File: config.mk
export PLATFORM = sky130hd
export DESIGN_NAME = vai_c0_rr_arb_flat
export DESIGN_NICKNAME = d
export VERILOG_FILES = /design/src/rtl/vai_c0_rr_arb_if.sv /design/src/rtl/vai_c0_rr_arb.sv /design/src/flat_wrapper.sv
export SDC_FILE = /design/constraint.sdc
export NUM_CORES = 1
export LEC_CHECK = 0
export ABC_CLOCK_PERIOD_IN_PS = 4200
export CAP_MARGIN = 25
export CORE_AREA = 8 8 143 145
export CTS_BUF_LIST = sky130_fd_sc_hd__clkbuf_16
export DETAILED_ROUTE_END_ITERATION = 8
export DIE_AREA = 0 0 151 153
export PLACE_DENSITY_LB_ADDON = 0.1
export SLEW_MARGIN = 20
export SYNTH_ARGS = -nofsm -noshare
export SYNTH_HDL_FRONTEND = slang
export SYNTH_SLANG_ARGS = --single-unit
export TNS_END_PERCENT = 10
File: constraint.sdc
create_clock -name pClk -period 4.2 [get_ports pClk]
set_clock_uncertainty 0.1 [all_clocks]
set_input_delay 0.84 -clock pClk [delete_from_list [all_inputs] [get_ports pClk]]
set_output_delay 0.84 -clock pClk [all_outputs]
set_load 0.02 [all_outputs]
File: src/rtl/vai_c0_rr_arb_if.sv
// vai_c0_rr_arb_if: CCI-P c0 request fan-in bus between sub-AFU requesters and the upstream port
interface vai_c0_rr_arb_if #(
  parameter int NUM_REQ = 4,
  parameter int HDR_W   = 74,
  parameter int SRC_W   = $clog2(NUM_REQ)
);
  logic [NUM_REQ-1:0]       req_valid;
  logic [NUM_REQ*HDR_W-1:0] req_hdr;
  logic [NUM_REQ-1:0]       req_ready;
  logic                     up_almFull;
  logic                     out_valid;
  logic [HDR_W-1:0]         out_hdr;
  logic [SRC_W-1:0]         out_src;
  modport slave (
    input  req_valid, req_hdr, up_almFull,
    output req_ready, out_valid, out_hdr, out_src
  );
  modport master (
    output req_valid, req_hdr, up_almFull,
    input  req_ready, out_valid, out_hdr, out_src
  );
endinterface

File: src/rtl/vai_c0_rr_arb.sv
// vai_c0_rr_arb: round-robin arbiter merging sub-AFU c0 requests onto one registered upstream port.
// Optional per-requester grant counters are enabled by defining VAI_C0_ARB_GRANT_CNT_EN.
module vai_c0_rr_arb #(
  parameter int NUM_REQ = 4,
  parameter int HDR_W   = 74,
  parameter int SRC_W   = $clog2(NUM_REQ)
) (
  input  logic pClk,
  input  logic pck_cp2af_softReset_n,
  vai_c0_rr_arb_if.slave bus
`ifdef VAI_C0_ARB_GRANT_CNT_EN
  ,
  output logic [NUM_REQ*32-1:0] grant_cnt
`endif
);
  logic [SRC_W-1:0]   lastGrant;
  logic [SRC_W-1:0]   grantIdx;
  logic               anyValid;
  logic               accept;
  logic [NUM_REQ-1:0] ready;
  logic [HDR_W-1:0]   grantHdr;
  // Search downward from the farthest slot so the nearest valid requester after lastGrant wins.
  always_comb begin
    grantIdx = '0;
    anyValid = 1'b0;
    for (int k = NUM_REQ; k >= 1; k--) begin
      if (bus.req_valid[(int'(lastGrant) + k) % NUM_REQ]) begin
        grantIdx = SRC_W'((int'(lastGrant) + k) % NUM_REQ);
        anyValid = 1'b1;
      end
    end
  end
  // Grant is blocked by backpressure and by reset so nothing is taken that cannot be issued.
  always_comb begin
    accept = anyValid && !bus.up_almFull && pck_cp2af_softReset_n;
    ready  = accept ? NUM_REQ'(1) << grantIdx : '0;
  end
  assign bus.req_ready = ready;
  // Tag the top of mdata with the source index so responses can be routed back.
  always_comb begin
    grantHdr = bus.req_hdr[grantIdx*HDR_W +: HDR_W];
    grantHdr[15 -: SRC_W] = grantIdx;
  end
  // Output register: valid follows accept, header/source hold between accepts.
  always_ff @(posedge pClk) begin
    if (!pck_cp2af_softReset_n) begin
      bus.out_valid <= 1'b0;
      bus.out_hdr   <= '0;
      bus.out_src   <= '0;
      lastGrant     <= SRC_W'(NUM_REQ - 1);
    end else begin
      bus.out_valid <= accept;
      if (accept) begin
        bus.out_hdr <= grantHdr;
        bus.out_src <= grantIdx;
        lastGrant   <= grantIdx;
      end
    end
  end
`ifdef VAI_C0_ARB_GRANT_CNT_EN
  // Free-running 32-bit accept counters per requester, wrapping naturally.
  always_ff @(posedge pClk) begin
    for (int i = 0; i < NUM_REQ; i++) begin
      if (!pck_cp2af_softReset_n)
        grant_cnt[i*32 +: 32] <= '0;
      else if (bus.req_valid[i] && ready[i])
        grant_cnt[i*32 +: 32] <= grant_cnt[i*32 +: 32] + 32'd1;
    end
  end
`endif
endmodule

File: src/flat_wrapper.sv
// flat-port wrapper written by rule: the top's interface ports become plain ports
module vai_c0_rr_arb_flat 
#(
  parameter int NUM_REQ = 4,
  parameter int HDR_W   = 74,
  parameter int SRC_W   = $clog2(NUM_REQ)
)
  (pClk, pck_cp2af_softReset_n, bus_req_valid, bus_req_hdr, bus_up_almFull, bus_req_ready, bus_out_valid, bus_out_hdr, bus_out_src);
  vai_c0_rr_arb_if #(.NUM_REQ(NUM_REQ), .HDR_W(HDR_W), .SRC_W(SRC_W)) bus_i ();
  input  logic pClk;
  input  logic pck_cp2af_softReset_n;
  input wire logic [$bits(bus_i.req_valid)-1:0] bus_req_valid;
  input wire logic [$bits(bus_i.req_hdr)-1:0] bus_req_hdr;
  input wire logic [$bits(bus_i.up_almFull)-1:0] bus_up_almFull;
  output wire logic [$bits(bus_i.req_ready)-1:0] bus_req_ready;
  output wire logic [$bits(bus_i.out_valid)-1:0] bus_out_valid;
  output wire logic [$bits(bus_i.out_hdr)-1:0] bus_out_hdr;
  output wire logic [$bits(bus_i.out_src)-1:0] bus_out_src;
  assign bus_i.req_valid = bus_req_valid;
  assign bus_i.req_hdr = bus_req_hdr;
  assign bus_i.up_almFull = bus_up_almFull;
  assign bus_req_ready = bus_i.req_ready;
  assign bus_out_valid = bus_i.out_valid;
  assign bus_out_hdr = bus_i.out_hdr;
  assign bus_out_src = bus_i.out_src;
  vai_c0_rr_arb #(.NUM_REQ(NUM_REQ), .HDR_W(HDR_W), .SRC_W(SRC_W)) u_core (.pClk(pClk), .pck_cp2af_softReset_n(pck_cp2af_softReset_n), .bus(bus_i));
endmodule
==> impl_summary.txt <==
----------------------------------------------------
[Run status]
  Result of the run ... completed

[STA]
  Final setup margin ... 0.2823 ns
  Max Freq ... 0.2553 GHz
  Hold Fails Final Rpt ... 0
  Worst slew pin tran ... 0.8647 ns
  Max-slew violation total from the final report ... 0
  Worst-case headroom to the max-slew limit ... 42.23%
  Final critical-path share of the clock period ... 93.28%
  Unrepaired setup endpoints after global routing ... false
  Tmin final ... 3.918 ns
  Final total negative setup slack ... 0 ns
  Setup violations, final ... 0

[Synth]
  Post-synthesis sequential area ratio ... 28.13%
  Leading area contributor after synthesis ... sky130_fd_sc_hd__dfxtp_1
  Post-Synthesis Mean Instance Area ... 7.850 µm²
  Number of distinct library cell variants in the gate-level netlist after synthesis ... 31
  Largest cells by area after synthesis ... sky130_fd_sc_hd__dfxtp_1, sky130_fd_sc_hd__mux2i_1, sky130_fd_sc_hd__and4_1, sky130_fd_sc_hd__o211ai_1, sky130_fd_sc_hd__a31oi_1
  FF+latch count, synth ... 77
  Total nets after synthesis ... 1001
  Area of the mapped netlist ... 0.005479 mm²
  Total number of yosys warnings ... 0
  Top cell type's share of synthesized area ... 28.13%
  Post-Syn Instances ... 698

[Clocking]
  Number of gates resized after cts ... 0
  Later-pin clock latency in the skew report ... 0.33 ns
  Number of clock sinks ... 77
  Clock root buffer master ... sky130_fd_sc_hd__clkbuf_16
  H-tree lvl count ... 3
  Number of buffers added by the clock tree synthesis step ... 9
  Count of hold-fix buffers inserted at cts ... 0
  Clock tree buffer depth ... 2
  CTS tree ... done
  Post-CTS setup-driven buffer insertion count ... 0
  Reg clk slew, reported paths ... 0.06 ns

[Route]
  Total wire length ... 24090 µm
  Number of violations reported at the end of detailed-routing iteration 0 ... 253
  Residual DRC count ... 0
  Number of antenna-violating nets in the routed design ... 0
  Routed via count ... 6314
  Vias per inst ... 5.031
  First-pass detailed-route iteration total ... 4
  Average wire per cell in the routed design ... 19.19 µm

[Place]
  Post-DP HPWL ... 18220 µm
  RD Place Congestion ... 0.7633
  Worst Setup Slack post-DPL ... 0.2634 ns
  Port Buffers ... 375

[Global route]
  Largest net degree at the start of global routing ... 85
  Wire length of the first global-routing pass ... 36290 µm
  Number of global-route vias before repair ... 6298
  Met3 usage ... 6.732%
  Initial antenna violation count ... 1
  Total GRT Usage ... 20.23%
  Met2 Use GR ... 34.58%
  Most Used Layer, Global Route ... met2
  Met1 track demand over resource in global routing ... 22.86%
  Total overflow reported by the global router ... 0

[Floorplan]
  Area enclosed by the die boundary ... 0.02310 mm²
  Die width ... 151 µm
  Total I/O pin count ... 384
  Vertical extent of the die ... 153 µm
  Total number of placement rows ... 50
  Initial Util ... 29.99%
  Core region area ... 0.01827 mm²

[Final layout]
  Footprint of the multi-input gates ... 0.003267 mm²
  Layout area overhead ... 73.83%
  Share of the core filled with cells in the final layout ... 52.14%
  Fraction of layout instances using a drive strength above 1 ... 4.510%
  Fill cell count ... 1833
  Number of nets in the layout ... 1318
  Register area ... 0.001541 mm²

[Power]
  Pwr Density ... 283.0 mW/mm²
  Worst ir drop on vdd ... 173.7 µV
  Leakage power figure ... 0.003835 µW

[Worst setup path]
  Endpoint type of the worst setup path ... output port
  Required time at the worst-slack endpoint ... 3.26 ns
  Category of the worst setup path launch point ... input pin
  FF-to-FF setup slack ... 1.68 ns
  Crit path kind ... input pin to output port
  CP Max Fanout ... 5
  Arrival time worst endpoint ... 2.98 ns

[Hold path]
  Worst hold-check path type ... flop to flop

[Run]
  Max capacitance violation total ... 0

----------------------------------------------------
## metrics by stage
stage	power, µW	hold slack [ns]	area [µm²]	instances
6_report	2695	0.3722	9524	1255
5_1_grt	2846	0.3923	9524	1255
4_1_cts	2733	0.3752	9522	1254
3_5_place_dp	1949	0.3580	9238	1238
3_3_place_gp	1941	0.3541	9238	1238
2_1_floorplan	1414	0.3419	5479	698
## registers in the layout (all words and copies together), names as in the netlist
signal / flops
u_core.bus.out_hdr: 73
u_core.bus.out_src: 1
u_core.bus.out_valid: 1
u_core.lastGrant: 2
## kinds of logic after synthesis
group                  after synthesis  synth area share (%)
AND/OR/NAND/NOR                    164                 18.73
buffers and inverters              158                 13.13
flip-flops                          77                 28.13
multiplexers                        72                 13.15
AO/OA/AOI/OAI                      227                 26.86
## worst max-delay path: stages
cell and delay [ns]:
sky130_fd_sc_hd__clkdlybuf4s50_1 0.58, sky130_fd_sc_hd__nor2b_1 0.31, sky130_fd_sc_hd__a21oi_1 0.17, sky130_fd_sc_hd__and2_1 0.24
sky130_fd_sc_hd__nor3_1 0.19, sky130_fd_sc_hd__clkdlybuf4s50_1 0.65
## power by group
group          total (µW)  switching [µW]  leakage, µW  internal, µW
clock network         775             322     0.000145           452
logic                1060             484      0.00306           576
registers             860            44.2     0.000634           816
## synthesized netlist by cell type (all sizes together)
| cell | instances |
|---|---|
| a21boi | 2 |
| and2 | 1 |
| and4 | 72 |
| dfxtp | 77 |
| nand2b | 2 |
| nor3 | 2 |
| clkbuf | 42 |
| a21o | 1 |
| nand2 | 75 |
| o211ai | 73 |
| and3 | 1 |
| clkinv | 1 |
| nor2b | 3 |
| a21oi | 3 |
| o21ai | 75 |
| a31oi | 73 |
| buf | 40 |
| mux2i | 72 |
| or4 | 1 |
| nand3 | 2 |
| nor2 | 5 |
| inv | 75 |
## per-layer routing
layer	part of all wire (%)	routed length [µm]	vias up
met5	0	0	-
met4	2.4	590	0
met3	9.6	2310	30
met2	49	11810	250
met1	39	9379	2834
li1	-	-	3200
## layout make-up
| cell class | instances | area share, % |
|---|---|---|
| Inverter | 76 | 2.995 |
| Timing Repair Buffer | 388 | 40.44 |
| Antenna cell | 1 | 0.02627 |
| Multi-Input combinational cell | 463 | 34.30 |
| Clock inverter | 7 | 0.6174 |
| Tap cell | 234 | 3.074 |
| Sequential cell | 77 | 16.18 |
| Clock buffer | 9 | 2.365 |
## path summary, 6_finish.rpt
kind | cells after the start | from | endpoint
max | 6 | bus_req_valid[1] | bus_req_ready[1]
min | 2 | u_core.bus.out_hdr[66]$_SDFFE_PN0P_ | u_core.bus.out_hdr[66]$_SDFFE_PN0P_
min reg2reg | 2 | u_core.bus.out_hdr[66]$_SDFFE_PN0P_ | u_core.bus.out_hdr[66]$_SDFFE_PN0P_
max reg2reg | 6 | u_core.lastGrant[0]$_SDFFE_PN1P_ | u_core.bus.out_hdr[10]$_SDFFE_PN0P_
## layout by cell type (no fill, tap or decap), types with 3 or more instances in the layout
master / synthesis / layout
sky130_fd_sc_hd__a31oi_1: 73 / 73
sky130_fd_sc_hd__o21ai_0: 54 / 54
sky130_fd_sc_hd__nand2_1: 73 / 73
sky130_fd_sc_hd__inv_1: 74 / 76
sky130_fd_sc_hd__buf_4: 4 / 13
sky130_fd_sc_hd__o21ai_1: 21 / 19
sky130_fd_sc_hd__and4_1: 72 / 72
sky130_fd_sc_hd__dfxtp_1: 77 / 77
sky130_fd_sc_hd__o211ai_2: 10 / 10
sky130_fd_sc_hd__clkdlybuf4s50_1: 0 / 375
sky130_fd_sc_hd__mux2i_1: 72 / 72
sky130_fd_sc_hd__clkbuf_16: 0 / 9
sky130_fd_sc_hd__o211ai_1: 63 / 63
sky130_fd_sc_hd__nor2_1: 5 / 5
sky130_fd_sc_hd__nor2b_1: 3 / 3
Note: power is estimated with default switching activity, not from simulation.
